==> config.mk <==
export PLATFORM = sky130hd
export DESIGN_NAME = subexpr_seq_engine_flat
export DESIGN_NICKNAME = d
export VERILOG_FILES = /design/src/rtl/subexpr_seq_engine_if.sv /design/src/rtl/subexpr_seq_engine.sv /design/src/flat_wrapper.sv
export SDC_FILE = /design/constraint.sdc
export NUM_CORES = 2
export LEC_CHECK = 0
export BUFFER_PORTS_ARGS = -buffer_cell sky130_fd_sc_hd__buf_2
export CAP_MARGIN = 10
export CORE_UTILIZATION = 49
export CTS_CLUSTER_DIAMETER = 100
export DETAILED_ROUTE_END_ITERATION = 16
export PLACE_DENSITY = 0.7
export SLEW_MARGIN = 10
export SYNTH_ARGS = -nofsm -noshare
export SYNTH_HDL_FRONTEND = slang
export SYNTH_SLANG_ARGS = --single-unit
==> constraint.sdc <==
create_clock -name clk -period 48.4 [get_ports clk]
set_input_delay 2.42 -clock clk [delete_from_list [all_inputs] [get_ports clk]]
set_output_delay 2.42 -clock clk [all_outputs]
set_load 0.005 [all_outputs]
==> src/rtl/subexpr_seq_engine_if.sv <==
// -----------------------------------------------------------------------------
// subexpr_seq_engine_if
// Bundles the operand/result handshake of subexpr_seq_engine.
//   start          : run request from the operand source
//   A..H           : operands, sampled by the engine on the accepting edge
//   busy           : engine is executing a run
//   done           : one-cycle pulse after the results were committed
//   result1..6     : registered results of the last completed run
// Modports:
//   master : operand source / result consumer side
//   slave  : engine side
// -----------------------------------------------------------------------------
interface subexpr_seq_engine_if #(
    parameter int WIDTH = 32
);
    logic             start;
    logic [WIDTH-1:0] A;
    logic [WIDTH-1:0] B;
    logic [WIDTH-1:0] C;
    logic [WIDTH-1:0] D;
    logic [WIDTH-1:0] E;
    logic [WIDTH-1:0] F;
    logic [WIDTH-1:0] G;
    logic [WIDTH-1:0] H;
    logic             busy;
    logic             done;
    logic [WIDTH-1:0] result1;
    logic [WIDTH-1:0] result2;
    logic [WIDTH-1:0] result3;
    logic [WIDTH-1:0] result4;
    logic [WIDTH-1:0] result5;
    logic [WIDTH-1:0] result6;

    modport master (
        output start, A, B, C, D, E, F, G, H,
        input  busy, done, result1, result2, result3, result4, result5, result6
    );

    modport slave (
        input  start, A, B, C, D, E, F, G, H,
        output busy, done, result1, result2, result3, result4, result5, result6
    );
endinterface

==> src/rtl/subexpr_seq_engine.sv <==
// -----------------------------------------------------------------------------
// subexpr_seq_engine
// Multi-cycle sequencer computing the six shared-subexpression results
//   r1=s+p  r2=p+d  r3=(s+G)+H  r4=(p+E)*s  r5=(p+B)-(F+s)  r6=(s+C)*d
//   with s=A+B, p=C*D, d=E-F
// using one shared add/sub unit and one shared multiplier over a fixed
// 14-step micro-op schedule. All six results are committed together.
//
// Ports:
//   clk  : rising-edge clock
//   rst  : asynchronous active-high reset
//   bus  : subexpr_seq_engine_if.slave (start, A..H, busy, done, result1..6)
//
// Build option:
//   SUBEXPR_MUL_PIPE_EN : registers the multiplier inputs; every multiply
//                         step spends one extra cycle in MWAIT (latency 17
//                         instead of 14). Results are identical.
// -----------------------------------------------------------------------------
module subexpr_seq_engine #(
    parameter int WIDTH = 32
) (
    input  logic                 clk,
    input  logic                 rst,
    subexpr_seq_engine_if.slave  bus
);

    typedef enum logic [1:0] {
        IDLE  = 2'd0,
        EXEC  = 2'd1,
        MWAIT = 2'd2
    } state_t;

    localparam logic [1:0] OP_ADD = 2'd0;
    localparam logic [1:0] OP_SUB = 2'd1;
    localparam logic [1:0] OP_MUL = 2'd2;

    localparam logic [3:0] LAST_STEP = 4'd13;

    // Temp slot n is written by step n, so the step counter doubles as the
    // write address. Named slots used as sources or committed results:
    localparam int T_S  = 0;   // s  = A+B
    localparam int T_P  = 1;   // p  = C*D
    localparam int T_D  = 2;   // d  = E-F
    localparam int T_R1 = 3;
    localparam int T_R2 = 4;
    localparam int T_T  = 5;   // t  = s+G
    localparam int T_R3 = 6;
    localparam int T_U  = 7;   // u  = p+E
    localparam int T_R4 = 8;
    localparam int T_V  = 9;   // v  = p+B
    localparam int T_W  = 10;  // w  = F+s
    localparam int T_R5 = 11;
    localparam int T_X  = 12;  // x  = s+C

    state_t           state_r;
    state_t           state_n;
    logic [3:0]       step_r;
    logic             busy_r;
    logic             done_r;

    logic [WIDTH-1:0] a_r, b_r, c_r, d_r, e_r, f_r, g_r, h_r;
    logic [WIDTH-1:0] tmp_r [0:15];
    logic [WIDTH-1:0] result_r [0:5];

    logic [WIDTH-1:0] op_a_s;
    logic [WIDTH-1:0] op_b_s;
    logic [1:0]       op_kind_s;
    logic [WIDTH-1:0] alu_s;
    logic [WIDTH-1:0] mul_s;
    logic [WIDTH-1:0] wr_val_s;
    logic             is_mul_s;
    logic             last_s;

    logic             accept_s;
    logic             wr_en_s;
    logic             step_inc_s;
    logic             commit_s;
    logic             mul_load_s;

    // Micro-op schedule: operand selection and operation for the current step.
    always_comb begin
        op_a_s    = '0;
        op_b_s    = '0;
        op_kind_s = OP_ADD;
        case (step_r)
            4'd0:    begin op_a_s = a_r;         op_b_s = b_r;         op_kind_s = OP_ADD; end
            4'd1:    begin op_a_s = c_r;         op_b_s = d_r;         op_kind_s = OP_MUL; end
            4'd2:    begin op_a_s = e_r;         op_b_s = f_r;         op_kind_s = OP_SUB; end
            4'd3:    begin op_a_s = tmp_r[T_S];  op_b_s = tmp_r[T_P];  op_kind_s = OP_ADD; end
            4'd4:    begin op_a_s = tmp_r[T_P];  op_b_s = tmp_r[T_D];  op_kind_s = OP_ADD; end
            4'd5:    begin op_a_s = tmp_r[T_S];  op_b_s = g_r;         op_kind_s = OP_ADD; end
            4'd6:    begin op_a_s = tmp_r[T_T];  op_b_s = h_r;         op_kind_s = OP_ADD; end
            4'd7:    begin op_a_s = tmp_r[T_P];  op_b_s = e_r;         op_kind_s = OP_ADD; end
            4'd8:    begin op_a_s = tmp_r[T_U];  op_b_s = tmp_r[T_S];  op_kind_s = OP_MUL; end
            4'd9:    begin op_a_s = tmp_r[T_P];  op_b_s = b_r;         op_kind_s = OP_ADD; end
            4'd10:   begin op_a_s = f_r;         op_b_s = tmp_r[T_S];  op_kind_s = OP_ADD; end
            4'd11:   begin op_a_s = tmp_r[T_V];  op_b_s = tmp_r[T_W];  op_kind_s = OP_SUB; end
            4'd12:   begin op_a_s = tmp_r[T_S];  op_b_s = c_r;         op_kind_s = OP_ADD; end
            4'd13:   begin op_a_s = tmp_r[T_X];  op_b_s = tmp_r[T_D];  op_kind_s = OP_MUL; end
            default: begin op_a_s = '0;          op_b_s = '0;          op_kind_s = OP_ADD; end
        endcase
    end

    assign is_mul_s = (op_kind_s == OP_MUL);
    assign last_s   = (step_r == LAST_STEP);
    assign alu_s    = (op_kind_s == OP_SUB) ? (op_a_s - op_b_s) : (op_a_s + op_b_s);

`ifdef SUBEXPR_MUL_PIPE_EN
    logic [WIDTH-1:0] mul_a_r;
    logic [WIDTH-1:0] mul_b_r;

    // Multiplier input stage, loaded in the EXEC cycle of a multiply step.
    always_ff @(posedge clk or posedge rst) begin
        if (rst) begin
            mul_a_r <= '0;
            mul_b_r <= '0;
        end else if (mul_load_s) begin
            mul_a_r <= op_a_s;
            mul_b_r <= op_b_s;
        end
    end

    assign mul_s = mul_a_r * mul_b_r;
`else
    assign mul_s = op_a_s * op_b_s;
`endif

    assign wr_val_s = is_mul_s ? mul_s : alu_s;

    // State register.
    always_ff @(posedge clk or posedge rst) begin
        if (rst) begin
            state_r <= IDLE;
        end else begin
            state_r <= state_n;
        end
    end

    // Next-state and per-cycle control strobes.
    always_comb begin
        state_n    = state_r;
        accept_s   = 1'b0;
        wr_en_s    = 1'b0;
        step_inc_s = 1'b0;
        commit_s   = 1'b0;
        mul_load_s = 1'b0;
        case (state_r)
            IDLE: begin
                if (bus.start) begin
                    accept_s = 1'b1;
                    state_n  = EXEC;
                end else begin
                    state_n  = IDLE;
                end
            end
            EXEC: begin
`ifdef SUBEXPR_MUL_PIPE_EN
                if (is_mul_s) begin
                    mul_load_s = 1'b1;
                    state_n    = MWAIT;
                end else begin
                    wr_en_s = 1'b1;
                    if (last_s) begin
                        commit_s = 1'b1;
                        state_n  = IDLE;
                    end else begin
                        step_inc_s = 1'b1;
                        state_n    = EXEC;
                    end
                end
`else
                wr_en_s = 1'b1;
                if (last_s) begin
                    commit_s = 1'b1;
                    state_n  = IDLE;
                end else begin
                    step_inc_s = 1'b1;
                    state_n    = EXEC;
                end
`endif
            end
            MWAIT: begin
`ifdef SUBEXPR_MUL_PIPE_EN
                wr_en_s = 1'b1;
                if (last_s) begin
                    commit_s = 1'b1;
                    state_n  = IDLE;
                end else begin
                    step_inc_s = 1'b1;
                    state_n    = EXEC;
                end
`else
                // Not reachable without the multiplier input stage.
                state_n = IDLE;
`endif
            end
            default: begin
                state_n = IDLE;
            end
        endcase
    end

    // Operand capture, temp file, step counter, status and result commit.
    always_ff @(posedge clk or posedge rst) begin
        if (rst) begin
            step_r <= 4'd0;
            busy_r <= 1'b0;
            done_r <= 1'b0;
            a_r    <= '0;
            b_r    <= '0;
            c_r    <= '0;
            d_r    <= '0;
            e_r    <= '0;
            f_r    <= '0;
            g_r    <= '0;
            h_r    <= '0;
            for (int i = 0; i < 16; i++) begin
                tmp_r[i] <= '0;
            end
            for (int i = 0; i < 6; i++) begin
                result_r[i] <= '0;
            end
        end else begin
            done_r <= commit_s;
            if (accept_s) begin
                a_r    <= bus.A;
                b_r    <= bus.B;
                c_r    <= bus.C;
                d_r    <= bus.D;
                e_r    <= bus.E;
                f_r    <= bus.F;
                g_r    <= bus.G;
                h_r    <= bus.H;
                step_r <= 4'd0;
                busy_r <= 1'b1;
            end
            if (wr_en_s) begin
                tmp_r[step_r] <= wr_val_s;
            end
            if (step_inc_s) begin
                step_r <= step_r + 4'd1;
            end
            if (commit_s) begin
                // r6 is produced by this very step, so take it straight
                // from the datapath rather than from the temp file.
                result_r[0] <= tmp_r[T_R1];
                result_r[1] <= tmp_r[T_R2];
                result_r[2] <= tmp_r[T_R3];
                result_r[3] <= tmp_r[T_R4];
                result_r[4] <= tmp_r[T_R5];
                result_r[5] <= wr_val_s;
                step_r      <= 4'd0;
                busy_r      <= 1'b0;
            end
        end
    end

    assign bus.busy    = busy_r;
    assign bus.done    = done_r;
    assign bus.result1 = result_r[0];
    assign bus.result2 = result_r[1];
    assign bus.result3 = result_r[2];
    assign bus.result4 = result_r[3];
    assign bus.result5 = result_r[4];
    assign bus.result6 = result_r[5];

endmodule

==> src/flat_wrapper.sv <==
// flat-port wrapper written by rule: the top's interface ports become plain ports
module subexpr_seq_engine_flat 
#(
    parameter int WIDTH = 32
)
  (clk, rst, bus_start, bus_A, bus_B, bus_C, bus_D, bus_E, bus_F, bus_G, bus_H, bus_busy, bus_done, bus_result1, bus_result2, bus_result3, bus_result4, bus_result5, bus_result6);
  subexpr_seq_engine_if #(.WIDTH(WIDTH)) bus_i ();
  input  logic clk;
  input  logic rst;
  input wire logic [$bits(bus_i.start)-1:0] bus_start;
  input wire logic [$bits(bus_i.A)-1:0] bus_A;
  input wire logic [$bits(bus_i.B)-1:0] bus_B;
  input wire logic [$bits(bus_i.C)-1:0] bus_C;
  input wire logic [$bits(bus_i.D)-1:0] bus_D;
  input wire logic [$bits(bus_i.E)-1:0] bus_E;
  input wire logic [$bits(bus_i.F)-1:0] bus_F;
  input wire logic [$bits(bus_i.G)-1:0] bus_G;
  input wire logic [$bits(bus_i.H)-1:0] bus_H;
  output wire logic [$bits(bus_i.busy)-1:0] bus_busy;
  output wire logic [$bits(bus_i.done)-1:0] bus_done;
  output wire logic [$bits(bus_i.result1)-1:0] bus_result1;
  output wire logic [$bits(bus_i.result2)-1:0] bus_result2;
  output wire logic [$bits(bus_i.result3)-1:0] bus_result3;
  output wire logic [$bits(bus_i.result4)-1:0] bus_result4;
  output wire logic [$bits(bus_i.result5)-1:0] bus_result5;
  output wire logic [$bits(bus_i.result6)-1:0] bus_result6;
  assign bus_i.start = bus_start;
  assign bus_i.A = bus_A;
  assign bus_i.B = bus_B;
  assign bus_i.C = bus_C;
  assign bus_i.D = bus_D;
  assign bus_i.E = bus_E;
  assign bus_i.F = bus_F;
  assign bus_i.G = bus_G;
  assign bus_i.H = bus_H;
  assign bus_busy = bus_i.busy;
  assign bus_done = bus_i.done;
  assign bus_result1 = bus_i.result1;
  assign bus_result2 = bus_i.result2;
  assign bus_result3 = bus_i.result3;
  assign bus_result4 = bus_i.result4;
  assign bus_result5 = bus_i.result5;
  assign bus_result6 = bus_i.result6;
  subexpr_seq_engine #(.WIDTH(WIDTH)) u_core (.clk(clk), .rst(rst), .bus(bus_i));
endmodule
==> Implementation_results.wiki <==
{| class="wikitable"
! Metric !! Value
|-
| Initial DRT Pass Iterations || 9
|-
| Via count of the first global-routing pass || 44800
|-
| Worst hold path type || register to register
|-
| Number of enable flip-flop cells after synthesis || 0
|-
| Maximum number of pins on one net before global-route repair || 185
|-
| Residual overflow from global routing || 0
|-
| Drt total wl || 198 mm
|-
| Final number of setup-violating endpoints || 0
|-
| Status || complete, no violations
|-
| Post-synth design cell area || 55000 sq um
|-
| Post-cts sizing count || 0
|-
| Worst-path maximum fanout || 115
|-
| Number of max-slew violations in the final report || 0
|-
| Unrepaired setup endpoints after global routing || false
|-
| Slew of the pin with the lowest slew margin || 1290 ps
|-
| Average routed wire per standard cell || 26.0 microns
|-
| Wire length of the first global-routing pass || 292 mm
|-
| CTS sink cnt || 871
|-
| Final Wtd Congestion || 0.999
|-
| Data arrival time of the critical path || 12380 ps
|-
| Root buffer cell || sky130_fd_sc_hd__clkbuf_16
|-
| Fraction of synthesis flops using an asynchronous set or reset pin || 100%
|-
| Per-cell via count in the routed design || 5.98
|-
| Endpoint of the worst register-to-register path || u_core.tmp_r[475]$_DFFE_PP0P_
|-
| Seq cells post-synth || 871
|-
| CTS H-Tree Depth || 3
|-
| Clock transition at the registers of the reported paths || 70 ps
|-
| Syn avg cell area || 9.58 sq um
|-
| Cell row count || 122
|-
| Initial standard-cell utilization of the core || 49.6%
|-
| Number of distinct library cells after synthesis || 88
|-
| Max cap viols || 0
|-
| Destination of the worst hold path || u_core.bus.result1[15]$_DFFE_PP0P_
|-
| Hold path start || u_core.tmp_r[399]$_DFFE_PP0P_
|-
| Number of nets in the layout || 6848
|-
| Initial antenna violation count || 10
|-
| Fin crit share || 24.5%
|-
| Fraction of layout cells with a size suffix above 1 || 18.1%
|-
| Residual DRC || 0
|-
| Number of nets with antenna violations after routing || 0
|-
| Sequential fraction of the synthesis area || 39.6%
|-
| Total negative slack || 0 ps
|-
| Num ports || 453
|-
| Global routing usage summed across all routing layers || 35.0%
|-
| Endpoint type of the worst setup path || register
|-
| Signed area change from the synthesized netlist to the final layout || 12.5%
|-
| HPWL after detailed placement || 139 mm
|-
| Number of cell instances on the worst register-to-register path || 26
|-
| Crit path time final || 11840 ps
|-
| Chip Width || 337 microns
|-
| Final setup skew || 65.2 ps
|-
| Post-synthesis instance total || 5743
|-
| Number of hold violations in the final report || 0
|-
| Startpoint types || register
|-
| Kind of critical path || register to register
|-
| CTS tree || yes
|-
| Area of the core region || 111000 sq um
|-
| Number of nets produced by synthesis || 6571
|-
| Max Buffers Root-to-Sink || 3
|-
| Worst setup slack for register-to-register paths || 36560 ps
|-
| Hold-critical path depth || 2
|-
| Count of vias placed by the detailed router || 45400
|-
| Count of yosys warnings during synthesis || 0
|-
| Buffer count from post-CTS setup fixing || 0
|-
| Required time worst endpoint || 48940 ps
|-
| Input/output buffers || 452
|-
| DRC marker count from the first detailed-route iteration || 5818
|-
| Highest achievable clock rate || 84.5 MHz
|-
| Clock buffers created by TritonCTS || 93
|-
| Max_slew headroom || 13.5%
|-
| Most used DFF post-synth || sky130_fd_sc_hd__dfrtp_1
|-
| Die footprint || 114000 sq um
|-
| Worst r2r src || u_core.step_r[3]$_DFFE_PP0P_
|-
| Worst-skew pair later-pin latency || 730 ps
|-
| Vertical die dimension || 337 microns
|-
| Hold-fix buffers at CTS || 0
|}
-- kinds of logic after synthesis --
| kind of cell | after synthesis | synth area share [%] |
|---|---|---|
| simple gates | 1906 | 14.2 |
| compound gates | 1062 | 12.2 |
| buf+inv | 889 | 6.61 |
| flops | 871 | 39.6 |
| fa+ha+maj | 569 | 18.5 |
| mux | 327 | 6.64 |
| xor+xnor | 119 | 2.15 |
-- per-stage QoR --
| step | std cells | cell area [sq um] | util, % | setup slack [ps] | hold slack (ps) |
|---|---|---|---|---|---|
| after floorplan | 5743 | 55000 | - | 21500 | 433 |
| after global placement | 7413 | 58700 | 52.9 | 36970 | 445 |
| after detailed placement | 7413 | 58700 | 52.9 | 37080 | 451 |
| after CTS | 7583 | 61800 | 55.7 | 37010 | 447 |
| after global routing | 7584 | 61800 | 55.7 | 36350 | 473 |
| final | 7587 | 61900 | 55.7 | 36560 | 448 |
-- final cells by class --
type / count / area, sq um
diodes: 4 / 10.0
flip-flops and latches: 871 / 21800
well taps: 1488 / 1860
repair buffers: 566 / 3190
inverters: 505 / 1910
multi-input cells: 3983 / 30000
clock inverters: 26 / 347
fillers: 9826 / 49100
clock buffers: 144 / 2780
-- worst max path at each step --
stage | from | slack (ps) | to
floorplan | rst | 21500 | u_core.a_r[0]$_DFFE_PP0P_
global placement | u_core.step_r[2]$_DFFE_PP0P_ | 36970 | u_core.tmp_r[122]$_DFFE_PP0P_
detailed placement | u_core.step_r[2]$_DFFE_PP0P_ | 37080 | u_core.tmp_r[126]$_DFFE_PP0P_
CTS | u_core.step_r[2]$_DFFE_PP0P_ | 37010 | u_core.tmp_r[478]$_DFFE_PP0P_
global route | u_core.step_r[2]$_DFFE_PP0P_ | 36350 | u_core.tmp_r[219]$_DFFE_PP0P_
finish | u_core.step_r[3]$_DFFE_PP0P_ | 36560 | u_core.tmp_r[475]$_DFFE_PP0P_
-- synthesized netlist by cell type, types with 73 or more instances --
cell,n,area [sq um]
sky130_fd_sc_hd__fa_1,409,8190
sky130_fd_sc_hd__ha_1,160,2000
sky130_fd_sc_hd__inv_1,492,1850
sky130_fd_sc_hd__nand3_1,85,425
sky130_fd_sc_hd__a21oi_1,140,701
sky130_fd_sc_hd__clkbuf_1,276,1040
sky130_fd_sc_hd__xnor2_1,79,692
sky130_fd_sc_hd__o21ai_0,511,2560
sky130_fd_sc_hd__mux2_2,273,3070
sky130_fd_sc_hd__a22oi_1,73,548
sky130_fd_sc_hd__dfrtp_1,871,21800
sky130_fd_sc_hd__nand2_1,1243,4670
sky130_fd_sc_hd__nor2_1,366,1370
-- cells in the final DEF (no fill, tap or decap), types with 19 or more instances in the layout --
cell and n:
sky130_fd_sc_hd__a21o_1 28, sky130_fd_sc_hd__a21oi_1 126, sky130_fd_sc_hd__a221oi_1 25, sky130_fd_sc_hd__a222oi_1 41, sky130_fd_sc_hd__a22o_1 32, sky130_fd_sc_hd__a22oi_1 73, sky130_fd_sc_hd__a31oi_1 24, sky130_fd_sc_hd__and2_1 37
sky130_fd_sc_hd__and3_1 23, sky130_fd_sc_hd__buf_2 452, sky130_fd_sc_hd__buf_4 108, sky130_fd_sc_hd__clkbuf_1 27, sky130_fd_sc_hd__clkbuf_16 95, sky130_fd_sc_hd__clkbuf_8 22, sky130_fd_sc_hd__dfrtp_1 869, sky130_fd_sc_hd__fa_1 409
sky130_fd_sc_hd__ha_1 156, sky130_fd_sc_hd__inv_1 490, sky130_fd_sc_hd__mux2_2 273, sky130_fd_sc_hd__mux2i_1 47, sky130_fd_sc_hd__nand2_1 1237, sky130_fd_sc_hd__nand2b_1 32, sky130_fd_sc_hd__nand3_1 76, sky130_fd_sc_hd__nor2_1 366
sky130_fd_sc_hd__nor3_1 25, sky130_fd_sc_hd__o211ai_1 19, sky130_fd_sc_hd__o21ai_0 506, sky130_fd_sc_hd__o22ai_1 19, sky130_fd_sc_hd__or2_2 28, sky130_fd_sc_hd__xnor2_1 79, sky130_fd_sc_hd__xor2_1 30
-- routing by layer --
layer / routed length (microns) / track usage (%) / up-vias
li1: - / - / 19400
met1: 75400 / 46.3 / 22500
met2: 86100 / 52.1 / 2882
met3: 22900 / 9.38 / 662
met4: 13100 / 20.0 / 4
met5: 145 / 0 / -
-- critical path, stage by stage (launching register included) --
cell and delay [ps]:
sky130_fd_sc_hd__dfrtp_4 840, sky130_fd_sc_hd__buf_12 520, sky130_fd_sc_hd__nand2b_1 940, sky130_fd_sc_hd__o22a_1 300, sky130_fd_sc_hd__o211a_1 750, sky130_fd_sc_hd__clkinv_1 1100
sky130_fd_sc_hd__and2_1 520, sky130_fd_sc_hd__fa_1 380, sky130_fd_sc_hd__fa_1 490, sky130_fd_sc_hd__inv_1 50, sky130_fd_sc_hd__fa_1 380, sky130_fd_sc_hd__fa_1 510
sky130_fd_sc_hd__fa_1 550, sky130_fd_sc_hd__inv_1 50, sky130_fd_sc_hd__fa_1 450, sky130_fd_sc_hd__fa_1 510, sky130_fd_sc_hd__fa_1 450, sky130_fd_sc_hd__ha_1 380
sky130_fd_sc_hd__nand4_1 130, sky130_fd_sc_hd__or3_1 320, sky130_fd_sc_hd__inv_1 60, sky130_fd_sc_hd__o211ai_1 150, sky130_fd_sc_hd__a21boi_0 270, sky130_fd_sc_hd__nor3_1 130
sky130_fd_sc_hd__a31oi_2 880, sky130_fd_sc_hd__buf_4 340, sky130_fd_sc_hd__o21ai_0 110
-- flip-flops by register name (all words and copies together) (netlist names), 4 cells and up --
signal              count
u_core.bus.result3     32
u_core.bus.result6     32
u_core.bus.result1     32
u_core.d_r             32
u_core.bus.result4     32
u_core.c_r             32
u_core.e_r             32
u_core.a_r             32
u_core.bus.result2     32
u_core.b_r             32
u_core.g_r             32
u_core.h_r             32
u_core.bus.result5     32
u_core.step_r           4
u_core.tmp_r          416
u_core.f_r             32
Power is not shown: default switching activity piles up to over one toggle a cycle in this logic, so the estimate is an artifact.
